<file path="src/rtl/apb_master_bridge.sv">
// apb_master_bridge: single-outstanding APB3/APB4 initiator behind a
// valid/ready request/response port. One transfer at a time through
// IDLE -> SETUP -> ACCESS -> RESP; every bus and response output is registered.
// Optional build macro APB_TIMEOUT_EN: abort an ACCESS phase that has waited
// TIMEOUT_CYCLES cycles without out_pready, returning resp_err = 1.
module apb_master_bridge #(
  parameter int unsigned ADDR_W         = 32,
  parameter int unsigned DATA_W         = 32,
  parameter int unsigned TIMEOUT_CYCLES = 255
) (
  input  logic              clock,
  input  logic              reset,
  input  logic              req_valid,
  output logic              req_ready,
  input  logic [ADDR_W-1:0] req_addr,
  input  logic              req_write,
  input  logic [DATA_W-1:0] req_wdata,
  input  logic [3:0]        req_wstrb,
  input  logic [2:0]        req_prot,
  output logic              resp_valid,
  input  logic              resp_ready,
  output logic [DATA_W-1:0] resp_rdata,
  output logic              resp_err,
  output logic [ADDR_W-1:0] out_paddr,
  output logic              out_psel,
  output logic              out_penable,
  output logic [2:0]        out_pprot,
  output logic              out_pwrite,
  output logic [DATA_W-1:0] out_pwdata,
  output logic [3:0]        out_pstrb,
  input  logic              out_pready,
  input  logic [DATA_W-1:0] out_prdata,
  input  logic              out_pslverr
);

  // pstrb is fixed at 4 bits, so only 32-bit data is meaningful
  if (DATA_W != 32) begin : g_bad_data_w
    $error("apb_master_bridge: DATA_W must be 32");
  end
  if (TIMEOUT_CYCLES == 0) begin : g_bad_timeout
    $error("apb_master_bridge: TIMEOUT_CYCLES must be at least 1");
  end

  typedef enum logic [1:0] {
    S_IDLE,
    S_SETUP,
    S_ACCESS,
    S_RESP
  } state_e;

  state_e              state_q, state_d;
  logic [ADDR_W-1:0]   paddr_q, paddr_d;
  logic                psel_q, psel_d;
  logic                penable_q, penable_d;
  logic [2:0]          pprot_q, pprot_d;
  logic                pwrite_q, pwrite_d;
  logic [DATA_W-1:0]   pwdata_q, pwdata_d;
  logic [3:0]          pstrb_q, pstrb_d;
  logic                resp_valid_q, resp_valid_d;
  logic [DATA_W-1:0]   resp_rdata_q, resp_rdata_d;
  logic                resp_err_q, resp_err_d;

`ifdef APB_TIMEOUT_EN
  localparam int unsigned CNT_W = ($clog2(TIMEOUT_CYCLES + 1) > 8) ?
                                  $clog2(TIMEOUT_CYCLES + 1) : 8;
  localparam logic [CNT_W-1:0] TO_LIMIT = CNT_W'(TIMEOUT_CYCLES);

  logic [CNT_W-1:0] cnt_q, cnt_d;
  logic [CNT_W-1:0] cnt_inc;

  assign cnt_inc = cnt_q + CNT_W'(1);
`endif

  // Requests are only taken in IDLE while reset is released
  assign req_ready   = (state_q == S_IDLE) && reset;

  assign out_paddr   = paddr_q;
  assign out_psel    = psel_q;
  assign out_penable = penable_q;
  assign out_pprot   = pprot_q;
  assign out_pwrite  = pwrite_q;
  assign out_pwdata  = pwdata_q;
  assign out_pstrb   = pstrb_q;
  assign resp_valid  = resp_valid_q;
  assign resp_rdata  = resp_rdata_q;
  assign resp_err    = resp_err_q;

  // Next-state and registered-output logic; everything holds unless changed
  always_comb begin
    state_d      = state_q;
    paddr_d      = paddr_q;
    psel_d       = psel_q;
    penable_d    = penable_q;
    pprot_d      = pprot_q;
    pwrite_d     = pwrite_q;
    pwdata_d     = pwdata_q;
    pstrb_d      = pstrb_q;
    resp_valid_d = resp_valid_q;
    resp_rdata_d = resp_rdata_q;
    resp_err_d   = resp_err_q;
`ifdef APB_TIMEOUT_EN
    cnt_d        = cnt_q;
`endif

    unique case (state_q)
      S_IDLE: begin
        if (req_valid) begin
          paddr_d   = req_addr;
          pwrite_d  = req_write;
          pprot_d   = req_prot;
          pwdata_d  = req_write ? req_wdata : '0;
          pstrb_d   = req_write ? req_wstrb : '0;
          psel_d    = 1'b1;
          penable_d = 1'b0;
          state_d   = S_SETUP;
        end
      end

      S_SETUP: begin
        penable_d = 1'b1;
        state_d   = S_ACCESS;
`ifdef APB_TIMEOUT_EN
        cnt_d     = '0;
`endif
      end

      S_ACCESS: begin
        // pready has priority over a timeout expiring on the same edge
        if (out_pready) begin
          psel_d       = 1'b0;
          penable_d    = 1'b0;
          resp_valid_d = 1'b1;
          resp_rdata_d = pwrite_q ? '0 : out_prdata;
          resp_err_d   = out_pslverr;
          state_d      = S_RESP;
        end
`ifdef APB_TIMEOUT_EN
        else if (cnt_inc == TO_LIMIT) begin
          psel_d       = 1'b0;
          penable_d    = 1'b0;
          resp_valid_d = 1'b1;
          resp_rdata_d = '0;
          resp_err_d   = 1'b1;
          state_d      = S_RESP;
        end else begin
          cnt_d = cnt_inc;
        end
`endif
      end

      S_RESP: begin
        if (resp_ready) begin
          resp_valid_d = 1'b0;
          state_d      = S_IDLE;
        end
      end

      default: state_d = S_IDLE;
    endcase
  end

  // State and output registers with synchronous active-low reset
  always_ff @(posedge clock) begin
    if (!reset) begin
      state_q      <= S_IDLE;
      paddr_q      <= '0;
      psel_q       <= 1'b0;
      penable_q    <= 1'b0;
      pprot_q      <= '0;
      pwrite_q     <= 1'b0;
      pwdata_q     <= '0;
      pstrb_q      <= '0;
      resp_valid_q <= 1'b0;
      resp_rdata_q <= '0;
      resp_err_q   <= 1'b0;
`ifdef APB_TIMEOUT_EN
      cnt_q        <= '0;
`endif
    end else begin
      state_q      <= state_d;
      paddr_q      <= paddr_d;
      psel_q       <= psel_d;
      penable_q    <= penable_d;
      pprot_q      <= pprot_d;
      pwrite_q     <= pwrite_d;
      pwdata_q     <= pwdata_d;
      pstrb_q      <= pstrb_d;
      resp_valid_q <= resp_valid_d;
      resp_rdata_q <= resp_rdata_d;
      resp_err_q   <= resp_err_d;
`ifdef APB_TIMEOUT_EN
      cnt_q        <= cnt_d;
`endif
    end
  end

endmodule

</file>
<file path="config.mk">
export PLATFORM = sky130hd
export DESIGN_NAME = apb_master_bridge
export DESIGN_NICKNAME = d
export VERILOG_FILES = /design/src/rtl/apb_master_bridge.sv
export SDC_FILE = /design/constraint.sdc
export NUM_CORES = 1
export LEC_CHECK = 0
export ABC_AREA = 0
export ABC_CLOCK_PERIOD_IN_PS = 1900
export CAP_MARGIN = 20
export CORE_AREA = 2 2 107 109
export CTS_CLUSTER_SIZE = 10
export DETAILED_ROUTE_END_ITERATION = 6
export DIE_AREA = 0 0 109 111
export PLACE_DENSITY = 0.79
export SLEW_MARGIN = 20
export SYNTH_ARGS = -nofsm -noshare
export SYNTH_HDL_FRONTEND = slang
export SYNTH_SLANG_ARGS = --single-unit
</file>
<file path="constraint.sdc">
create_clock -name clock -period 1.9 [get_ports clock]
set_input_delay 0.285 -clock clock [delete_from_list [all_inputs] [get_ports clock]]
set_output_delay 0.285 -clock clock [all_outputs]
set_load 0.1 [all_outputs]
</file>
==> run_results.csv <==
group,metric,value,unit
run_status,outcome,"completed",
timing,final.min_clock_period,1.74,ns
cts,clock_latency,0.33,ns
layout,diodes,0,
routing,wl,12300,µm
timing,period_share,91.8,%
cts,cts_htree_levels,3,
timing,worst_pin_slew,0.473,ns
routing,vias,4268,
yosys,synth_top_area_share,51.9,%
setup_path,required,1.62,ns
setup_path,crit_path_start,"state_q[1]$_SDFFE_PN0P_",
placement,dpl_cell_area,6270,µm²
yosys,yosysWarnings,0,
floorplanning,core_area,11100,µm²
cts,root_buffer,"clkbuf_16",
yosys,ys_ff_latch,110,
job,cap_viol_max_count,0,
worst_hold_path,worstHoldStart,"out_pwdata[30]$_SDFFE_PN0P_",
yosys,synth_ff_type,"dfxtp_1",
placement,portBuffers,218,
layout,fin_util,59.2,%
timing,clock.fmax,573,MHz
yosys,synth_top_cell_by_area,"dfxtp_1",
setup_path,crit_arrival,1.46,ns
layout,fin_area,6560,µm²
routing,drt-initial-drc-count,283,
layout,fin_nets,823,
timing,setup_violations,0,
placement,place.gp.congestion,0.808,
routing,ant_nets,0,
layout,nFillCells,951,
yosys,synthArstFlopShare,0,%
cts,cts_tree,"done",
global_route,grt_start_max_net_pins,61,
setup_path,cp_max_fo,6,
floorplanning,rows,39,
floorplanning,num_io_pins,219,
timing,final_hold_viol_count,0,
yosys,yosysSeqAreaShare,51.9,%
layout,drive_above_1_share,19.9,%
yosys,synth_nets,626,
global_route,grt_use_total,19.9,%
global_route,grt_first_pass_wirelength,19600,µm
cts,clockBufferDepth,2,
global_route,grt-ovfl-total,0,
pwr,power.density,1420,nW/µm²
routing,first_pass_iters,7,
setup_path,critPathCaptureType,"output pin",
layout,final_cell_mix,"nand2_1, buf_4, clkdlybuf4s50_1, dfxtp_1, a21oi_1",
floorplanning,die-area,12100,µm²
global_route,antenna_found_initial,0,
pwr,vdd_drop_max,0.000796,V
cts,cts_hold_buf,0,
yosys,syn_area,4250,µm²
timing,skew,0.00371,ns
cts,cts_sinks,110,
routing,viasPerCell,5.01,
floorplanning,fp.dieH,111,µm
setup_path,start_kind,"flip-flop",
timing,finalSetupTns,0,ns
placement,post-dp-hpwl,8660,µm
setup_path,r2r_start,"state_q[1]$_SDFFE_PN0P_",
setup_path,critical_path_class,"reg2out",
cts,cts_buffers,9,
routing,routedWlPerCell,14.4,µm
routing,drc,0,
timing,drv_slew,0,
layout,layout_commonest_cell,"nand2_1",
global_route,grt_pass1_vias,4184,
floorplanning,initial_utilization,38.3,%
yosys,avgSynthCellArea,8.34,µm²
pwr,p_leak,2.59,nW
worst_hold_path,min_path_type,"reg2reg",
yosys,netlist_instances,509,
timing,maxSlewHeadroom,68.5,%
cts,post_cts_buffers,0,
layout,syn_to_final_growth,54.5,%
yosys,synth.area.top_cells,"dfxtp_1, nand2_1, a21oi_1, nand4b_1, nand3_1",
floorplanning,die_width,109,µm
yosys,synth_cell_type_count,27,
cts,ctsResizeCount,0,
cts,clk_pin_slew_worst_paths,0.07,ns
timing,rsz0062_at_grt,"false",
yosys,synth_edf_count,0,
==> through the flow <==
stage / cells / total power [mW] / setup WS [ns] / hold slack, ns
floorplan: 509 / 6.43 / 0.186 / 0.421
global placement: 838 / 7.44 / 0.254 / 0.439
detailed placement: 838 / 7.52 / 0.170 / 0.445
CTS: 852 / 9.38 / 0.0669 / 0.453
global route: 852 / 9.74 / 0.0529 / 0.469
finish: 852 / 9.31 / 0.155 / 0.448
==> critical path, cell delays in order, from the launching register on <==
cell and delay, ns:
dfxtp_1 0.37, inv_1 0.14, ha_2 0.25, and2_1 0.19, buf_12 0.18
==> cells in the mapped netlist (2+ instances only) <==
cell,number
nand2_1,149
dfxtp_1,110
a21oi_1,105
nand3_1,38
nand4b_1,32
buf_2,25
clkbuf_1,12
ha_1,7
buf_4,4
buf_6,4
nor2b_1,3
and2_1,2
inv_1,2
mux2i_1,2
nor2_1,2
==> flip-flops by register name, summed over array words and instances (netlist names) <==
| name | flops |
|---|---|
| out_psel | 1 |
| resp_err | 1 |
| out_pwrite | 1 |
| resp_rdata | 32 |
| out_paddr | 32 |
| state_q | 2 |
| out_pwdata | 32 |
| resp_valid | 1 |
| out_pstrb | 4 |
| out_penable | 1 |
| out_pprot | 3 |
==> metal layers <==
layer  GRT usage [%]  wire length (µm)
met5               0                 0
met4            8.29               352
met3            5.35              1030
met2            33.5              5870
met1            23.5              5040
==> kinds of logic after synthesis <==
group | after synthesis | synth area share, %
buffers and inverters | 48 | 6.04
AOI/OAI and AO/OA | 113 | 13.8
adders and majority gates | 7 | 2.06
and+or+nand+nor | 229 | 25.7
DFF | 110 | 51.9
muxes | 2 | 0.471
==> area by class of cell <==
type | count | area [µm²] | share of cell area (%)
clock buffer | 13 | 260 | 3.97
clock inverter | 1 | 30.0 | 0.458
inverter | 3 | 12.5 | 0.191
multi-input combinational | 351 | 1790 | 27.3
sequential | 110 | 2200 | 33.6
tap | 143 | 179 | 2.73
timing repair buffer | 231 | 2080 | 31.7
==> final timing paths <==
| path | depth (start not counted) | to | slack [ns] |
|---|---|---|---|
| min reg2reg | 2 | out_pwdata[30]$_SDFFE_PN0P_ | 0.45 |
| max reg2reg | 6 | out_paddr[13]$_SDFFE_PN0P_ | 0.26 |
| max | 4 | req_ready | 0.16 |
| min | 2 | out_pwdata[30]$_SDFFE_PN0P_ | 0.45 |
==> report_power, final <==
| part | total, mW | internal (mW) | switching (mW) |
|---|---|---|---|
| clock | 1.85 | 1.08 | 0.764 |
| sequential | 2.85 | 2.65 | 0.201 |
| combinational | 4.62 | 1.14 | 3.48 |
(Power assumes the default switching activity.)
